==> config.mk <==
export PLATFORM = sky130hd
export DESIGN_NAME = lsu_ecc_wb_ctl
export DESIGN_NICKNAME = d
export VERILOG_FILES = /design/src/rtl/lsu_ecc_wb_ctl.sv
export SDC_FILE = /design/constraint.sdc
export NUM_CORES = 1
export LEC_CHECK = 0
export ABC_AREA = 1
export ABC_CLOCK_PERIOD_IN_PS = 2760
export CORE_MARGIN = 2
export CORE_UTILIZATION = 48
export DETAILED_ROUTE_END_ITERATION = 10
export PLACE_DENSITY = 0.86
export SYNTH_ARGS = -nofsm -noshare
export SYNTH_HDL_FRONTEND = slang
export SYNTH_SLANG_ARGS = --single-unit
export TNS_END_PERCENT = 100
==> constraint.sdc <==
create_clock -name clk -period 2.76 [get_ports clk]
set_input_delay 0.69 -clock clk [delete_from_list [all_inputs] [get_ports clk]]
set_output_delay 0.69 -clock clk [all_outputs]
set_load 0.02 [all_outputs]
==> src/rtl/lsu_ecc_wb_ctl.sv <==
// ---------------------------------------------------------------------------
// lsu_ecc_wb_ctl
//
// Repairs DCCM single-bit errors. It captures the SEC-corrected lo/hi bank
// words seen in DC3 and writes them back through the DCCM write port, which
// is shared with the store-buffer drain. The ECC writeback wins arbitration
// when the store buffer is idle, or once it has lost MAX_STALL cycles in a
// row. Check bits are added downstream by the shared store-drain encoder.
//
// Handshake: a requester owns the DCCM port in exactly the cycle its grant
// is high. A grant is a combinational function of the request and the
// registered state in that same cycle. The store buffer keeps stbuf_wr_req
// asserted until it sees stbuf_wr_gnt. dccm_wren marks a cycle with a write.
//
// Ports:
//   clk, rst_l                 clock, asynchronous active-low reset
//   single_ecc_error_lo/hi_dc3 SEC seen on the lo/hi bank this cycle
//   lsu_double_ecc_error_dc3   DED on either bank (no capture)
//   kill_dc3                   DC3 instruction flushed (no capture)
//   lsu_addr_dc3, end_addr_dc3 start/end address of the access
//   store_ecc_datafn_lo/hi_dc3 corrected lo/hi words
//   stbuf_wr_req/addr, stbuf_data_any  store-buffer drain request
//   stbuf_wr_gnt               drain granted this cycle
//   dccm_wren/wr_addr/wr_data  DCCM write port
//   lsu_ecc_busy               writeback pending, DC3 accesses must hold
//   ecc_err_dropped            SEC ignored because a writeback was pending
//   ecc_sec_count              saturating count of captured corrections
//   fsm_state                  current FSM state (debug visibility)
// ---------------------------------------------------------------------------
`timescale 1ns/1ps
module lsu_ecc_wb_ctl #(
    parameter int DATA_WIDTH = 32,
    parameter int ADDR_BITS  = 16,
    parameter int MAX_STALL  = 4,
    parameter int CNT_WIDTH  = 16
) (
    input  logic                  clk,
    input  logic                  rst_l,
    input  logic                  single_ecc_error_lo_dc3,
    input  logic                  single_ecc_error_hi_dc3,
    input  logic                  lsu_double_ecc_error_dc3,
    input  logic                  kill_dc3,
    input  logic [ADDR_BITS-1:0]  lsu_addr_dc3,
    input  logic [ADDR_BITS-1:0]  end_addr_dc3,
    input  logic [DATA_WIDTH-1:0] store_ecc_datafn_lo_dc3,
    input  logic [DATA_WIDTH-1:0] store_ecc_datafn_hi_dc3,
    input  logic                  stbuf_wr_req,
    input  logic [ADDR_BITS-1:0]  stbuf_wr_addr,
    input  logic [DATA_WIDTH-1:0] stbuf_data_any,
    output logic                  stbuf_wr_gnt,
    output logic                  dccm_wren,
    output logic [ADDR_BITS-1:0]  dccm_wr_addr,
    output logic [DATA_WIDTH-1:0] dccm_wr_data,
    output logic                  lsu_ecc_busy,
    output logic                  ecc_err_dropped,
    output logic [CNT_WIDTH-1:0]  ecc_sec_count,
    output logic [1:0]            fsm_state
);

    localparam int OFF_BITS   = $clog2(DATA_WIDTH / 8);
    localparam int STALL_BITS = $clog2(MAX_STALL + 1);

    // Clears the byte-offset bits so the address names a whole bank word.
    localparam logic [ADDR_BITS-1:0]  ALIGN_MASK = {ADDR_BITS{1'b1}} << OFF_BITS;
    localparam logic [STALL_BITS-1:0] STALL_MAX  = STALL_BITS'(MAX_STALL);

    localparam logic [1:0] IDLE  = 2'd0;
    localparam logic [1:0] WB_LO = 2'd1;
    localparam logic [1:0] WB_HI = 2'd2;

    logic [1:0]            state;
    logic                  pend_lo;
    logic                  pend_hi;
    logic [ADDR_BITS-1:0]  addr_lo;
    logic [ADDR_BITS-1:0]  addr_hi;
    logic [DATA_WIDTH-1:0] data_lo;
    logic [DATA_WIDTH-1:0] data_hi;
    logic [STALL_BITS-1:0] stall_cnt;

    logic                  sec_any;
    logic                  sec_valid;
    logic                  cap;
    logic                  ecc_req;
    logic                  starve;
    logic                  ecc_gnt;
    logic [ADDR_BITS-1:0]  ecc_addr;
    logic [DATA_WIDTH-1:0] ecc_data;
    logic [CNT_WIDTH:0]    cnt_sum;

    // An SEC only counts when the DC3 op survives and the word is not
    // uncorrectable; capture then depends only on whether we are free.
    assign sec_any   = single_ecc_error_lo_dc3 | single_ecc_error_hi_dc3;
    assign sec_valid = sec_any & ~kill_dc3 & ~lsu_double_ecc_error_dc3;
    assign cap       = (state == IDLE) & sec_valid;

    assign ecc_req = (state == WB_LO) | (state == WB_HI);
    assign starve  = (stall_cnt >= STALL_MAX);
    assign ecc_gnt = ecc_req & (~stbuf_wr_req | starve);

    // Lo is always written before hi, so the state selects the entry.
    assign ecc_addr = (state == WB_HI) ? addr_hi : addr_lo;
    assign ecc_data = (state == WB_HI) ? data_hi : data_lo;

    assign stbuf_wr_gnt = stbuf_wr_req & ~ecc_gnt;
    assign dccm_wren    = ecc_gnt | stbuf_wr_gnt;
    assign dccm_wr_addr = ecc_gnt ? ecc_addr : stbuf_wr_addr;
    assign dccm_wr_data = ecc_gnt ? ecc_data : stbuf_data_any;

    assign lsu_ecc_busy    = (state != IDLE);
    assign ecc_err_dropped = (state != IDLE) & sec_valid;
    assign fsm_state       = state;

    // One extra bit catches overflow so the counter can pin at all-ones.
    assign cnt_sum = {1'b0, ecc_sec_count}
                   + (CNT_WIDTH + 1)'(single_ecc_error_lo_dc3)
                   + (CNT_WIDTH + 1)'(single_ecc_error_hi_dc3);

    always_ff @(posedge clk or negedge rst_l) begin
        if (!rst_l) begin
            state <= IDLE;
        end else begin
            case (state)
                IDLE: begin
                    if (cap && single_ecc_error_lo_dc3) begin
                        state <= WB_LO;
                    end else if (cap && single_ecc_error_hi_dc3) begin
                        state <= WB_HI;
                    end
                end
                WB_LO: begin
                    if (ecc_gnt) begin
                        state <= pend_hi ? WB_HI : IDLE;
                    end
                end
                WB_HI: begin
                    if (ecc_gnt) begin
                        state <= IDLE;
                    end
                end
                default: state <= IDLE;
            endcase
        end
    end

    always_ff @(posedge clk or negedge rst_l) begin
        if (!rst_l) begin
            pend_lo <= 1'b0;
            pend_hi <= 1'b0;
            addr_lo <= '0;
            addr_hi <= '0;
            data_lo <= '0;
            data_hi <= '0;
        end else if (cap) begin
            pend_lo <= single_ecc_error_lo_dc3;
            pend_hi <= single_ecc_error_hi_dc3;
            addr_lo <= lsu_addr_dc3 & ALIGN_MASK;
            addr_hi <= end_addr_dc3 & ALIGN_MASK;
            data_lo <= store_ecc_datafn_lo_dc3;
            data_hi <= store_ecc_datafn_hi_dc3;
        end else if (ecc_gnt) begin
            if (state == WB_LO) begin
                pend_lo <= 1'b0;
            end
            if (state == WB_HI) begin
                pend_hi <= 1'b0;
            end
        end
    end

    // Counts consecutive lost arbitrations of the current ECC entry.
    always_ff @(posedge clk or negedge rst_l) begin
        if (!rst_l) begin
            stall_cnt <= '0;
        end else if (!ecc_req || ecc_gnt) begin
            stall_cnt <= '0;
        end else if (stall_cnt < STALL_MAX) begin
            stall_cnt <= stall_cnt + STALL_BITS'(1);
        end
    end

    always_ff @(posedge clk or negedge rst_l) begin
        if (!rst_l) begin
            ecc_sec_count <= '0;
        end else if (cap) begin
            ecc_sec_count <= cnt_sum[CNT_WIDTH] ? {CNT_WIDTH{1'b1}}
                                                : cnt_sum[CNT_WIDTH-1:0];
        end
    end

endmodule

---- Word-level counts from Yosys, hierarchy flattened ----
Index checks and enable logic that the tools add are counted.
storage, ports and cells
  register bits after elaboration ......... 114
  bits of input ports ..................... 151
  output and inout bits ................... 70
  logic and storage cells ................. 59
operators by class
  $add $sub $neg .......................... 3
  magnitude comparators ................... 2
  equal/unequal tests ..................... 5
  multiplexer cells ....................... 16
  bitwise gates (word level) .............. 14
  reduce and logical (&&, ||, !) cells .... 11
operators by type and width
  kind                                                                   number
  32-bit two-way mux                                                     2
  16-bit two-way mux                                                     3
  16-bit by 1-bit adder with 17-bit output                               1
  17-bit by 1-bit adder with 17-bit output                               1
  2-bit two-way mux                                                      5
  2-bit nonzero test                                                     4
  1-bit bitwise AND                                                      6
  3-bit two-way mux                                                      2
  2-bit case mux with 3 select lines                                     1
  2-bit != test, second input constant                                   2
  1-bit NOT                                                              4
  1-bit bitwise OR                                                       4
  3-bit by 1-bit adder with 3-bit output, second input constant          1
  3-bit >= comparator, second input constant                             1
  3-bit less-than comparator, second input constant                      1
  1-bit two-way mux                                                      3
  3-bit by 1-bit != test with 1-bit output, second input constant        1
  3-bit AND reduction                                                    1
  2-bit by 1-bit equality test with 1-bit output, second input constant  1
  2-bit equality test, second input constant                             1
  1-bit logical AND                                                      2
  2-bit zero test                                                        1
  2-bit AND reduction                                                    1
  1-bit zero test                                                        1
  1-bit logical OR                                                       1

---- Depth between registers and ports, before layout ----
  depth after elaboration ................. 8
  gate-level depth with buffers ........... 11
  gate-level depth less buffers ........... 11

---- Worst setup path after synthesis ----
No wires, ideal clock.
  kind .................................... flip-flop to output port
  start ................................... register state[0] (netlist: fsm_state[0])
  end ..................................... output port dccm_wr_data[30]
  arrival time ............................ 1.784 ns
  required time ........................... 2.070 ns
  path slack .............................. 0.286 ns
  cell stages (with the launch flop) ...... 9
  buffers on the path ..................... 2
  cell sequence ........................... dfrtp_1 > inv_1 > ha_1 > o21ai_2 > inv_2 > buf_2 > buf_2 > nor2_1 > a31oi_1
between the ends
  word-level cells in the longest chain between the ends .. 4
  elaborated cells between the ends (all ways) .. 6
  those cells by class .................... eq/ne: 2; mux: 2; bitwise: 2
RTL lines
  item                                                                                          line     text
  start, declared                                                                               71       logic [1:0] state;
  start signal, assigned                                                                        132      state <= pend_hi ? WB_HI : IDLE;
  2-bit by 1-bit equality test with 1-bit output / 2-bit equality test (equally long branches)  96, 102
  1-bit bitwise OR                                                                              96       assign ecc_req = (state == WB_LO) | (state == WB_HI);
  1-bit bitwise AND                                                                             98       assign ecc_gnt = ecc_req & (~stbuf_wr_req | starve);
  32-bit two-way mux *                                                                          107      assign dccm_wr_data = ecc_gnt ? ecc_data : stbuf_data_any;
  end, declared                                                                                 53       output logic [DATA_WIDTH-1:0] dccm_wr_data,
Mark *: on every way between the ends. The rest lies on a longest branch, timed or not.

---- Worst setup path after layout ----
  start ................................... register state[1] (netlist: fsm_state[1])
  end ..................................... output port dccm_wr_addr[11]
between the ends
  word-level cells in the longest chain between the ends .. 4
  elaborated cells between the ends (all ways) .. 6
  those cells by class .................... eq/ne: 2; mux: 2; bitwise: 2
RTL lines
  item                                                                                          line     text
  2-bit by 1-bit equality test with 1-bit output / 2-bit equality test (equally long branches)  96, 101
  1-bit bitwise OR                                                                              96
  1-bit bitwise AND                                                                             98
  16-bit two-way mux *                                                                          106      assign dccm_wr_addr = ecc_gnt ? ecc_addr : stbuf_wr_addr;
  end, declared                                                                                 52       output logic [ADDR_BITS-1:0] dccm_wr_addr,
Marked as above.

==> reports/qor.csv <==
metric;value;unit
Ports;221;
count leader, synth;nand2_1;
setup slack at placement;-0.473;ns
RePlAce Congestion;0.812;
max_cap viols;0;
outcome;finished, final reports clean;
Post-synth EDFFs;0;
largest net degree at the start of global routing;76;
Seq/Total Area, Yosys;0.493;
Synth Net Count;925;
Post-CTS Setup Repair Bufs;0;
Yosys warnings;0;
CTS clk-pin slew, worst paths;0.05;ns
Mapped Cells;768;
Core Rows;40;
initial antenna violation count;0;
library cells used by synthesis;32;
final WL;17000;microns
RSZ-0062 raised after global routing;true;
Placed Area;0.00816;sq mm
Synth area leaders;dfrtp_1, nand2_1, a31oi_1;
critical-path maximum fanout;22;
critical path type;register to output pin;
Worst slew margin;0.582;
die height;114;microns
Clock Skews;0.00532;ns
TritonCTS clock tree;done;
GRT overflow;0;
Avg WL per Cell;14.8;microns
final antenna-violating net count;0;
port bufs;216;
top cell type's share of synthesized area;0.493;
die width;114;microns
Tmin final;2.69;ns
maximum vdd ir drop;0.000546;V
Initial Util;0.488;
clk_lat worst skew;0.41;ns
H-tree depth;4;
Layout Utilization;0.724;
area leader, netlist;dfrtp_1;
Final Hold Viols;0;
CTS Buf Count;17;
worst hold slack;0.295;ns
Area growth, synth to finish;48.5;%
vias per cell;5.05;
leakage;4.33;nW
Initial DRC Count;367;
final max-slew violation count;0;
ys flop type;dfrtp_1;
Post-Syn Area;0.00578;sq mm
f_max;0.372;GHz
CTS Buffer Depth;2;
Nets;1148;
post-DP HPWL;11500;microns
core footprint;0.0119;sq mm
drc violations;0;
Avg Cell Area, Syn;7.53;sq um
setup violation total in the final timing report;0;
commonest cells in the netlist;nand2_1, dfrtp_1, nor2_1, a31oi_1, inv_1;
final worst-path cycle share;0.974;
Critical Path Sink Type;output pin;
vias in the first global route;5644;
Pwr Density;1000;mW/mm^2
share of layout cells above drive strength 1;0.136;
CTS Root Cell;clkbuf_16;
ys async rst share;1.00;
DIE AREA;0.0129;sq mm
data required time of the worst path;2.07;ns
hold crit path type;input port to asynchronous set/reset pin;
Crit path arrival time;2.00;ns
fill count;921;
setup ws final;0.0709;ns
final instance area;0.00859;sq mm
Slew @ Worst Pin;0.627;ns
Total GRT Usage;0.266;
DR pass1 iterations;7;
Via Count;5816;
first-pass GRT wire length;26900;microns
critical path launch point type;register;
Seq cells post-synth;114;
Num Clock Sinks;114;
==> per-stage QoR <==
stage          cells  TNS (ns)  total power [mW]
6_report        1152         0              8.63
5_1_grt         1151   -0.0149              9.19
4_1_cts         1151    -0.296              8.69
3_5_place_dp    1118    -16.94              6.62
3_3_place_gp    1118    -16.22              6.50
2_1_floorplan    768         0              4.99
==> path summary, 6_finish.rpt <==
path,start,to,slack [ns],cells past startpoint
hold reg to reg,stall_cnt[0]$_DFFE_PN0P_,stall_cnt[0]$_DFFE_PN0P_,0.45,1
setup reg to reg,ecc_sec_count[0]$_DFFE_PN0N_,ecc_sec_count[10]$_DFFE_PN0N_,0.82,12
hold / removal,rst_l,addr_hi[12]$_DFFE_PN0N_,0.29,1
max in group asynchronous,rst_l,addr_lo[7]$_DFFE_PN0N_,1.82,2
setup / recovery,fsm_state[1]$_DFFE_PN0P_,dccm_wr_addr[11],0.07,7
min in group clk,stall_cnt[0]$_DFFE_PN0P_,stall_cnt[0]$_DFFE_PN0P_,0.45,1
==> cell type report <==
class                   count  area (sq um)  share of cell area
diodes                      1          2.50            0.000291
clock buffers              28           517              0.0602
clock inverters             4          70.1             0.00816
inverters                  30           113              0.0131
multi-input cells         582          2580               0.301
flip-flops and latches    114          2850               0.332
well taps                 147           184              0.0214
repair buffers            246          2270               0.264
==> state kept, by name (all words and copies together) (netlist names) <==
name and flops:
ecc_sec_count 16, stall_cnt 3, data_hi 32, fsm_state 2
addr_lo 14, data_lo 32, addr_hi 14, pend_hi 1
==> what timing repair did <==
action / CTS / global route
pin swaps: 0 / 0
setup endpoints to repair: 51 / 34
resized for setup: 212 / 43
cloned: 1 / 0
hold buffers: 0 / 0
==> cell families (layout without fill, tap and decap cells) <==
group,Yosys count,in the layout,synth area share
other,0,1,0
AOI/OAI and AO/OA,52,52,0.0560
DFF,114,114,0.493
buffers and inverters,72,308,0.0643
xor gates and xnor gates,5,5,0.00757
adders and majority gates,6,6,0.0143
and+or+nand+nor,519,519,0.365
==> cell usage in the layout (no fill, tap or decap), types with 2 or more instances in the layout <==
| cell type | count |
|---|---|
| a31oi_1 | 45 |
| nand4_1 | 3 |
| nor2_1 | 63 |
| dfrtp_1 | 114 |
| buf_2 | 36 |
| clkdlybuf4s50_1 | 163 |
| nand2_1 | 416 |
| clkinv_2 | 2 |
| nor2_4 | 2 |
| dlygate4sd2_1 | 2 |
| nand3_1 | 12 |
| inv_2 | 8 |
| buf_4 | 29 |
| o21ai_0 | 3 |
| xnor2_1 | 2 |
| bufinv_16 | 2 |
| nand2_2 | 3 |
| nor2_2 | 4 |
| clkbuf_16 | 17 |
| clkbuf_1 | 6 |
| nand3b_1 | 4 |
| ha_1 | 3 |
| xor2_1 | 3 |
| clkbuf_2 | 6 |
| buf_12 | 6 |
| nand3_2 | 5 |
| clkbuf_8 | 5 |
| buf_8 | 2 |
| inv_1 | 22 |
==> where the power goes <==
| part | internal (mW) | switching (mW) | leakage, nW | total, mW |
|---|---|---|---|---|
| sequential | 2.40 | 0.415 | 1.43 | 2.82 |
| combinational | 1.44 | 2.20 | 2.61 | 3.64 |
| clock | 1.44 | 0.722 | 0.289 | 2.17 |
| total | 5.29 | 3.34 | 4.33 | 8.63 |
==> critical path, stage by stage, from the launching register on <==
cell and delay [ns]:
dfrtp_1 0.38, buf_4 0.15, ha_2 0.20, inv_2 0.15
buf_12 0.19, nand2_1 0.09, a31oi_1 0.20, buf_2 0.21
==> layer usage <==
layer / vias up / global-route usage / wire, microns
met5: - / 0 / 0
met2: 206 / 0.455 / 8690
met3: 40 / 0.0739 / 1150
met1: 2727 / 0.316 / 6720
met4: 0 / 0.110 / 457
li1: 2843 / - / -
Power figures use the tool's default switching activity.
